### src/rtl/repl_pkg.sv
// Shared replacement-policy types for cache and TLB victim selection.
// Holds the FSM state encoding, a safe way-width helper and the response record.
package repl_pkg;

  typedef enum logic [1:0] {
    IDLE,
    PICK,
    SCAN,
    DONE
  } victim_state_e;

  // Widest way index any consumer is expected to carry (up to 256 ways).
  localparam int REPL_WAY_W_MAX = 8;

  // Way-index width that never collapses to zero bits.
  function automatic int way_width(input int n);
    return (n <= 2) ? 1 : $clog2(n);
  endfunction

  typedef struct packed {
    logic [REPL_WAY_W_MAX-1:0] way;
    logic                      hit_invalid;
    logic                      none;
  } victim_resp_t;

endpackage

### src/rtl/prio_enc_lsb.sv
// Lowest-set-bit priority encoder with an any-bit flag.
// Used to pick the lowest-numbered free way.
module prio_enc_lsb
  import repl_pkg::*;
#(
  parameter int N = 4,
  localparam int W = way_width(N)
) (
  input  logic [N-1:0] i_vec,
  output logic [W-1:0] o_idx,
  output logic         o_any
);

  always_comb begin
    o_idx = '0;
    // Walk from the top down so the lowest set bit wins.
    for (int i = N - 1; i >= 0; i--) begin
      if (i_vec[i]) begin
        o_idx = W'(i);
      end
    end
  end

  assign o_any = |i_vec;

endmodule

### src/rtl/rand_victim_sel.sv
// Replacement-victim picker: invalid unlocked way first, else a random unlocked way.
// Drives the LFSR advance pulse on accept and answers over a valid/ready handshake.
module rand_victim_sel
  import repl_pkg::*;
#(
  parameter int WAYS   = 4,
  parameter int RAND_W = 32,
  localparam int WAY_W = way_width(WAYS)
) (
  input  logic              clk,
  input  logic              rst,
  input  logic              req_valid,
  output logic              req_ready,
  input  logic [WAYS-1:0]   valid_mask,
  input  logic [WAYS-1:0]   lock_mask,
  input  logic [RAND_W-1:0] randnum,
  output logic              rand_en,
  output logic              resp_valid,
  input  logic              resp_ready,
  output logic [WAY_W-1:0]  resp_way,
  output logic              resp_hit_invalid,
  output logic              resp_none
);

  victim_state_e    r_state;
  logic [WAYS-1:0]  r_valid_q;
  logic [WAYS-1:0]  r_lock_q;
  logic [WAY_W-1:0] r_idx;
  logic [WAY_W-1:0] r_way;
  logic             r_resp_valid;
  logic             r_hit_invalid;
  logic             r_none;

  logic [WAYS-1:0]  w_free;
  logic [WAYS-1:0]  w_avail;
  logic [WAY_W-1:0] w_free_idx;
  logic             w_free_any;
  logic [WAY_W-1:0] w_rand_idx;
  logic             w_accept;
  logic             w_unused_rand;

  assign w_free     = ~r_valid_q & ~r_lock_q;
  assign w_avail    = ~r_lock_q;
  assign w_rand_idx = randnum[WAY_W-1:0];
  // Only the low bits select a way; the rest of the LFSR word is ignored.
  assign w_unused_rand = ^randnum[RAND_W-1:WAY_W];

  assign req_ready = (r_state == IDLE);
  assign w_accept  = req_valid && req_ready && !rst;
  assign rand_en   = w_accept;

  assign resp_valid       = r_resp_valid;
  assign resp_way         = r_way;
  assign resp_hit_invalid = r_hit_invalid;
  assign resp_none        = r_none;

  prio_enc_lsb #(
    .N(WAYS)
  ) u_free_enc (
    .i_vec(w_free),
    .o_idx(w_free_idx),
    .o_any(w_free_any)
  );

  always_ff @(posedge clk) begin
    if (rst) begin
      r_state       <= IDLE;
      r_valid_q     <= '0;
      r_lock_q      <= '0;
      r_idx         <= '0;
      r_way         <= '0;
      r_resp_valid  <= 1'b0;
      r_hit_invalid <= 1'b0;
      r_none        <= 1'b0;
    end else begin
      case (r_state)
        IDLE: begin
          if (w_accept) begin
            r_valid_q <= valid_mask;
            r_lock_q  <= lock_mask;
            r_state   <= PICK;
          end
        end
        PICK: begin
          if (w_free_any) begin
            r_way         <= w_free_idx;
            r_hit_invalid <= 1'b1;
            r_none        <= 1'b0;
            r_resp_valid  <= 1'b1;
            r_state       <= DONE;
          end else if (w_avail == '0) begin
            r_way         <= '0;
            r_hit_invalid <= 1'b0;
            r_none        <= 1'b1;
            r_resp_valid  <= 1'b1;
            r_state       <= DONE;
          end else if (w_avail[w_rand_idx]) begin
            r_way         <= w_rand_idx;
            r_hit_invalid <= 1'b0;
            r_none        <= 1'b0;
            r_resp_valid  <= 1'b1;
            r_state       <= DONE;
          end else begin
            r_idx   <= w_rand_idx + WAY_W'(1);
            r_state <= SCAN;
          end
        end
        SCAN: begin
          // At least one unlocked way exists here, so this walk always ends.
          if (w_avail[r_idx]) begin
            r_way         <= r_idx;
            r_hit_invalid <= 1'b0;
            r_none        <= 1'b0;
            r_resp_valid  <= 1'b1;
            r_state       <= DONE;
          end else begin
            r_idx <= r_idx + WAY_W'(1);
          end
        end
        DONE: begin
          if (resp_ready) begin
            r_resp_valid <= 1'b0;
            r_state      <= IDLE;
          end
        end
        default: r_state <= IDLE;
      endcase
    end
  end

endmodule

### config.mk
export PLATFORM = sky130hd
export DESIGN_NAME = rand_victim_sel
export DESIGN_NICKNAME = d
export VERILOG_FILES = /design/src/rtl/repl_pkg.sv /design/src/rtl/prio_enc_lsb.sv /design/src/rtl/rand_victim_sel.sv
export SDC_FILE = /design/constraint.sdc
export NUM_CORES = 1
export LEC_CHECK = 0
export BUFFER_PORTS_ARGS = -buffer_cell sky130_fd_sc_hd__buf_2
export CAP_MARGIN = 0
export CORE_MARGIN = 5
export CORE_UTILIZATION = 45
export DETAILED_ROUTE_END_ITERATION = 6
export PLACE_DENSITY_LB_ADDON = 0.08
export SLEW_MARGIN = 20
export SYNTH_ARGS = -nofsm -noshare
export SYNTH_HDL_FRONTEND = slang
export SYNTH_HIERARCHICAL = 1
export SYNTH_SLANG_ARGS = --single-unit
### constraint.sdc
create_clock -name clk -period 2.24 [get_ports clk]
set_clock_uncertainty 0.1 [all_clocks]
set_input_delay 0.224 -clock clk [delete_from_list [all_inputs] [get_ports clk]]
set_output_delay 0.224 -clock clk [all_outputs]
set_load 0.01 [all_outputs]
Word level (Yosys, flattened, before mapping)

Index checks and enable logic that the tools add are counted.

Memories: 0
Latch bits: 0
Word-level logic and storage cells: 78
Output and inout bits: 7
Bits in registers: 17
Bits of input ports: 44
Memory bits (writable): 0
ROM bits: 0

Bitwise gates (word level): 3
Shifts and indexed selects: 0
Equal/unequal tests: 11
Div/mod/pow operators: 0
Reductions and logical operators: 13
$mul: 0
Multiplexer cells: 39
$add $sub $neg: 2
$lt $le $gt $ge: 2

Operators with widths:

| kind                                                       | number |
|---|---|
| two-way mux 2 bit                                          | 15 |
| two-way mux 1 bit                                          | 16 |
| != test 2 bit, second input constant                       | 6 |
| NOT 4 bit                                                  | 2 |
| one-hot mux 2 bit (2 select lines)                         | 2 |
| one-hot mux 2 bit (4 select lines)                         | 1 |
| less-than comparator 2 x 3 -> 1 bit, second input constant | 2 |
| AND reduction 3 bit                                        | 2 |
| AND reduction 5 bit                                        | 1 |
| adder 2 x 1 -> 2 bit, second input constant                | 2 |
| AND 4 bit                                                  | 1 |
| binary-select mux 1 bit (select 2 bit)                     | 2 |
| equality test 2 bit, second input constant                 | 2 |
| logical NOT 4 bit                                          | 1 |
| != test 4 x 3 -> 1 bit, second input constant              | 1 |
| one-hot mux 1 bit (2 select lines)                         | 2 |
| AND reduction 4 bit                                        | 1 |
| OR reduction 4 bit                                         | 1 |
| one-hot mux 1 bit (3 select lines)                         | 1 |
| nonzero test 3 bit                                         | 1 |
| equality test 2 x 1 -> 1 bit, second input constant        | 1 |
| logical AND 1 bit                                          | 2 |
| logical NOT 2 bit                                          | 1 |
| != test 2 x 1 -> 1 bit, second input constant              | 1 |
| 3 further kinds                                            | 3 |

Longest topological paths before layout

Word-level depth: 8
Depth in mapped cells: 7
Gate-level depth less buffers: 7

By module

Netlist, hierarchy kept.

By module, submodules not included:

| module          | area an instance (sq um) | times used | seq. area each (sq um) | cells an instance |
|---|---|---|---|---|
| rand_victim_sel | 1007.2                   | 1          | 340.3                  | 118 |
| prio_enc_lsb    | 35.0                     | 1          | 0.0                    | 7 |

Worst setup path after synthesis

No wires, ideal clock.

Path kind: register to register
Start: register r_lock_q[2]
End: register r_idx[0]
Cell stages (with the launch flop): 8
Data arrival time: 1840 ps
Path buffers: 0
Slack: 205 ps
Required time: 2045 ps
Path through: dfxtp_1 nor2_1 nor2_1 nand2_1 a41o_1 a222oi_1 o221ai_1 a221oi_1

Cells in the longest elaborated chain, start to end: 5

Ends and longest elaborated chain:

| item                          | RTL line               | text |
|---|---|---|
| start, declared               | rand_victim_sel.sv:27  | `logic [WAYS-1:0] r_lock_q;` |
| start signal, assigned        | rand_victim_sel.sv:80  | `r_lock_q <= lock_mask;` |
| NOT 4 bit                     | rand_victim_sel.sv:42  | `assign w_free = ~r_valid_q & ~r_lock_q;` |
| AND 4 bit                     | rand_victim_sel.sv:42  |  |
| net w_free[2]                 | rand_victim_sel.sv:34  | `logic [WAYS-1:0] w_free;` |
| OR reduction 4 bit            | prio_enc_lsb.sv:24     | `assign o_any = \|i_vec;` |
| net w_free_any                | rand_victim_sel.sv:37  | `logic w_free_any;` |
| != test 2 bit (no line)       | --                     |  |
| AND reduction 5 bit (no line) | --                     |  |
| end signal, assigned          | rand_victim_sel.sv:104 | `r_idx <= w_rand_idx + WAY_W'(1);` |
| end signal, assigned          | rand_victim_sel.sv:117 | `r_idx <= r_idx + WAY_W'(1);` |
| end, declared                 | rand_victim_sel.sv:28  | `logic [WAY_W-1:0] r_idx;` |

The timed path passes the listed nets, and every way through them passes these cells. The select of a mux whose other input is x is not followed.
A chain may end at the register's enable or synchronous reset.

Worst setup path in the final report

Start: register r_state[0]
End: output rand_en

Cells in the longest elaborated chain, start to end: 3

Ends and longest elaborated chain:

| item                           | RTL line              | text |
|---|---|---|
| start, declared                | rand_victim_sel.sv:25 | `victim_state_e r_state;` |
| start signal, assigned         | rand_victim_sel.sv:67 | `r_state <= IDLE;` |
| start signal, assigned         | rand_victim_sel.sv:81 | `r_state <= PICK;` |
| start signal, assigned         | rand_victim_sel.sv:90 | `r_state <= DONE;` |
| logical NOT 2 bit              | rand_victim_sel.sv:48 | `assign req_ready = (r_state == IDLE);` |
| logical AND 1 bit (2 in a row) | rand_victim_sel.sv:49 | `assign w_accept = req_valid && req_ready && !rst;` |
| end, declared                  | rand_victim_sel.sv:17 | `output logic rand_en,` |

No other way between the ends.

==> results summary <==
Counting both buffers and inverters, the worst setup path holds a total of 3. The synthesized area divided by synthesized cell count is 8.34 um^2. The distinct cell type count after synthesis came out at 43.

The startpoint identified for the worst register-to-register timing path is r_state[0]. The I/O pin count came out at 51. The floorplan die width is 58.1 um. The number of nets with antenna violations after routing is 0. The routability congestion estimate from global placement is 0.789. The max-cap violation count is 0. The flow ran to the end, and the final reports show no timing, DRC or antenna violations. The iteration-0 DRC count of the detailed router is 17. Setup repair after global routing left no endpoint under its margin. The filler cell count in the final layout came out at 219. In this run the clock root is driven by a sky130_fd_sc_hd__clkbuf_4. The launching element type of the critical path is a register. After clock tree synthesis, the setup repair step added 0 buffers. After detailed routing, the number of remaining DRC violations is 0.

The diode insertion count for antenna repair is 0. The signed area change from the synthesized netlist to the final layout is 19.1%. The floorplan has 17 rows. After synthesis, the share of cell area in mux cells is 9.84%. When the netlist entered floorplanning its net count stood at 173.

The met3 track utilization from global routing is 2.23%. Measured on the finished design, the core utilization comes to 56.1%. In the final layout, the share of cells above drive strength 1 is 24.3%. The number of global-route vias before repair is 965. During placement, the flow inserted port buffers numbering 20. The simple-gate portion of the synthesized area is 27.9%. The instance area after placement is 0.00120 mm^2. The part of the Yosys area used for sequential elements is 32.7%.

The part of the cycle the worst path needs came out at 92.1%. The share of synthesized area in the top cell type comes to 32.7%. The CTS H-tree depth came out at 1. The static power due to leakage came out at 0.551 nW. Summed over all layers, the routed wires come to 2390 um. Tracing the worst setup path back leads to its startpoint at r_state[0].

The signal on the critical path passes through inv_1 -> ha_1 -> nand3b_1 -> clkinv_1 -> buf_2. The compound-gate portion of the synthesized area came out at 18.4%. The delay of the slowest critical-path stage is 0.37 ns. For this run, global-route usage on met1 was measured as 19.9%.

Gates resized during post-CTS repair numbered 0. The beginning of the worst hold path is lock_mask[3]. The first global-routing pass estimated 4220 um of wire. The synthesis warning total is 6.

The layout net count came out at 201. The power after layout came out at 1.28 mW. The synthesized netlist devotes 0.840% of its cell area to XOR and XNOR gates.

The maximum number of pins on one net before global-route repair is 16. The number of storage elements in the synthesis netlist is 17. By area the synthesized netlist is led by sky130_fd_sc_hd__dfxtp_1 (33%), sky130_fd_sc_hd__nand2_1 (7.9%), sky130_fd_sc_hd__mux2i_1 (7.7%).

The region available for standard cell placement spans 0.00221 mm^2. The cell count after synthesis came out at 125. The slew at the pin with the worst max-slew slack came out at 0.469 ns. The initial core utilization is 47.1%.

The final critical-path required period came out at 2.06 ns. The critical path is of the register to primary output type. In this run the worst path has a maximum fanout of 9. The largest total area in the synthesized netlist belongs to sky130_fd_sc_hd__dfxtp_1. Clock latency on the worst-skew pair, taken at its later pin, is 0.29 ns. TritonCTS built the clock tree. Power spread over the standard cell area amounts to 1030 mW/mm^2.

The total negative slack for setup checks is 0 ns. The synthesized cell area came out at 0.00104 mm^2. The total count of max-transition violations in the final report came out at 0.

The share of async-settable or async-resettable flops after synthesis is 0%. Buffers inserted to repair hold after CTS numbered 1. The number of antenna violations at the first check in global routing came out at 0. The CTS buffer count is 3.

The remaining global-route overflow is 0. The path class of the tightest hold or removal check is input port to register. The synthesized-area fraction occupied by adder cells came out at 4.80%. The clock-pin slew reported for the worst setup and hold paths after clock tree synthesis came out at 0.11 ns. The die outline height came out at 58.1 um. Data arrives at the worst endpoint at 1.74 ns. The maximum VDD drop came out at 0.588 mV.

The number of synthesized flops with an enable pin is 0. Timing would allow up to 485 MHz. The required time at the endpoint of the critical path came out at 1.92 ns. The number of vias in the routed layout is 982. The area occupied by multi-input gates is 643 um^2.

The total area of sequential cells is 340 um^2. The met2 usage is 27.7%. The clock passes through at most 2 buffers. After global routing, the most crowded layer is met2. Setup violations remaining at the end of the flow were counted as 0.

For this run, the total global-route usage over all layers was measured as 15.9%. The half-perimeter wire length after detailed placement is 1850 um. The total number of clock tree sinks is 17. The final number of hold-violating endpoints came out at 0. For this design, the slowest cell found on the critical path is sky130_fd_sc_hd__dfxtp_1.

The average wire per cell in the routed design came out at 13.3 um. On the critical path the largest part of the delay comes from buffers and inverters. STA classifies the critical path endpoint as a primary output. The most used flip-flop cell after synthesis is sky130_fd_sc_hd__dfxtp_1. The die area is 0.00338 mm^2. Using the TritonRoute via totals, the vias-per-cell ratio works out to 5.46. The final-layout worst hold slack is 0.0126 ns. The relative slew slack is 68.7%. Summing all non-filler instances in the final layout gives an area of 0.00124 mm^2. After synthesis, the largest family of logic cells by area is simple AND/OR/NAND/NOR gates. The first detailed-routing pass ran for 4 iterations.
stage by stage:
stage	setup WS, ns	cells
after detailed placement	0.225	175
after global routing	0.0193	180
after global placement	0.271	175
after floorplan	0.205	125
after CTS	0.179	180
final	0.177	180
metal layers:
metal / up-vias / wire (um)
li1: 504 / -
met1: 453 / 1120
met5: - / 0
met4: 0 / 17
met3: 2 / 109
met2: 23 / 1150
Yosys cell counts, types with 2 or more instances:
library cell                n
sky130_fd_sc_hd__nand2_1   22
sky130_fd_sc_hd__dfxtp_1   17
sky130_fd_sc_hd__nand3_1   11
sky130_fd_sc_hd__inv_1      8
sky130_fd_sc_hd__mux2i_1    8
sky130_fd_sc_hd__nor2_1     8
sky130_fd_sc_hd__a21oi_1    5
sky130_fd_sc_hd__ha_1       4
sky130_fd_sc_hd__nand3b_1   3
sky130_fd_sc_hd__buf_2      2
sky130_fd_sc_hd__nand2b_1   2
sky130_fd_sc_hd__nor2b_1    2
sky130_fd_sc_hd__o221ai_1   2
sky130_fd_sc_hd__or4_1      2
worst reg2reg max path, cell delays in order (launching register included):
cell and delay, ns:
sky130_fd_sc_hd__dfxtp_1 0.34, sky130_fd_sc_hd__inv_1 0.13, sky130_fd_sc_hd__ha_1 0.37, sky130_fd_sc_hd__nand2_1 0.14
sky130_fd_sc_hd__o22ai_2 0.40, sky130_fd_sc_hd__o221ai_1 0.20, sky130_fd_sc_hd__a221oi_1 0.30
state kept, by name, indices dropped and copies added, names as in the netlist:
register,cells
r_valid_q,4
resp_way,2
resp_valid,1
r_idx,2
r_state,2
resp_hit_invalid,1
r_lock_q,4
resp_none,1
cell families after synthesis:
| logic type | Yosys count |
|---|---|
| simple gates | 56 |
| mux | 9 |
| compound gates | 24 |
| fa+ha+maj | 4 |
| xor+xnor | 1 |
| buf+inv | 14 |
| flops | 17 |
cells in the final DEF, fill, tap and decap left out, types with 2 or more instances in the layout:
cell type and instances:
sky130_fd_sc_hd__nand2_1 22, sky130_fd_sc_hd__buf_2 20, sky130_fd_sc_hd__dfxtp_1 17, sky130_fd_sc_hd__nand3_1 11
sky130_fd_sc_hd__nor2_1 8, sky130_fd_sc_hd__inv_1 8, sky130_fd_sc_hd__mux2i_1 8, sky130_fd_sc_hd__buf_4 7
sky130_fd_sc_hd__a21oi_1 5, sky130_fd_sc_hd__ha_1 4, sky130_fd_sc_hd__nand3b_1 3, sky130_fd_sc_hd__clkbuf_4 3
sky130_fd_sc_hd__nand2b_1 2, sky130_fd_sc_hd__or4_1 2, sky130_fd_sc_hd__nor2b_1 2, sky130_fd_sc_hd__o221ai_1 2
report_power, final:
group | internal [mW] | switching [mW] | total (mW)
Clock | 0.0692 | 0.100 | 0.170
Sequential | 0.384 | 0.0540 | 0.438
Combinational | 0.317 | 0.358 | 0.675
Total | 0.770 | 0.513 | 1.28
cell type report:
| cell class | count | share of cell area (%) |
|---|---|---|
| multi-input combinational | 94 | 51.8 |
| clock buffer | 4 | 2.12 |
| sequential | 17 | 27.4 |
| timing repair buffer | 28 | 13.1 |
| tap | 28 | 2.82 |
| inverter | 9 | 2.72 |
final timing paths:
| kind | end | slack [ns] | depth (start not counted) |
|---|---|---|---|
| max | rand_en | 0.18 | 5 |
| min | r_lock_q[3] | 0.01 | 3 |
| max reg2reg | r_idx[0] | 0.19 | 6 |
| min reg2reg | r_valid_q[0] | 0.36 | 2 |
No activity file was read; power rests on OpenSTA's default activity.
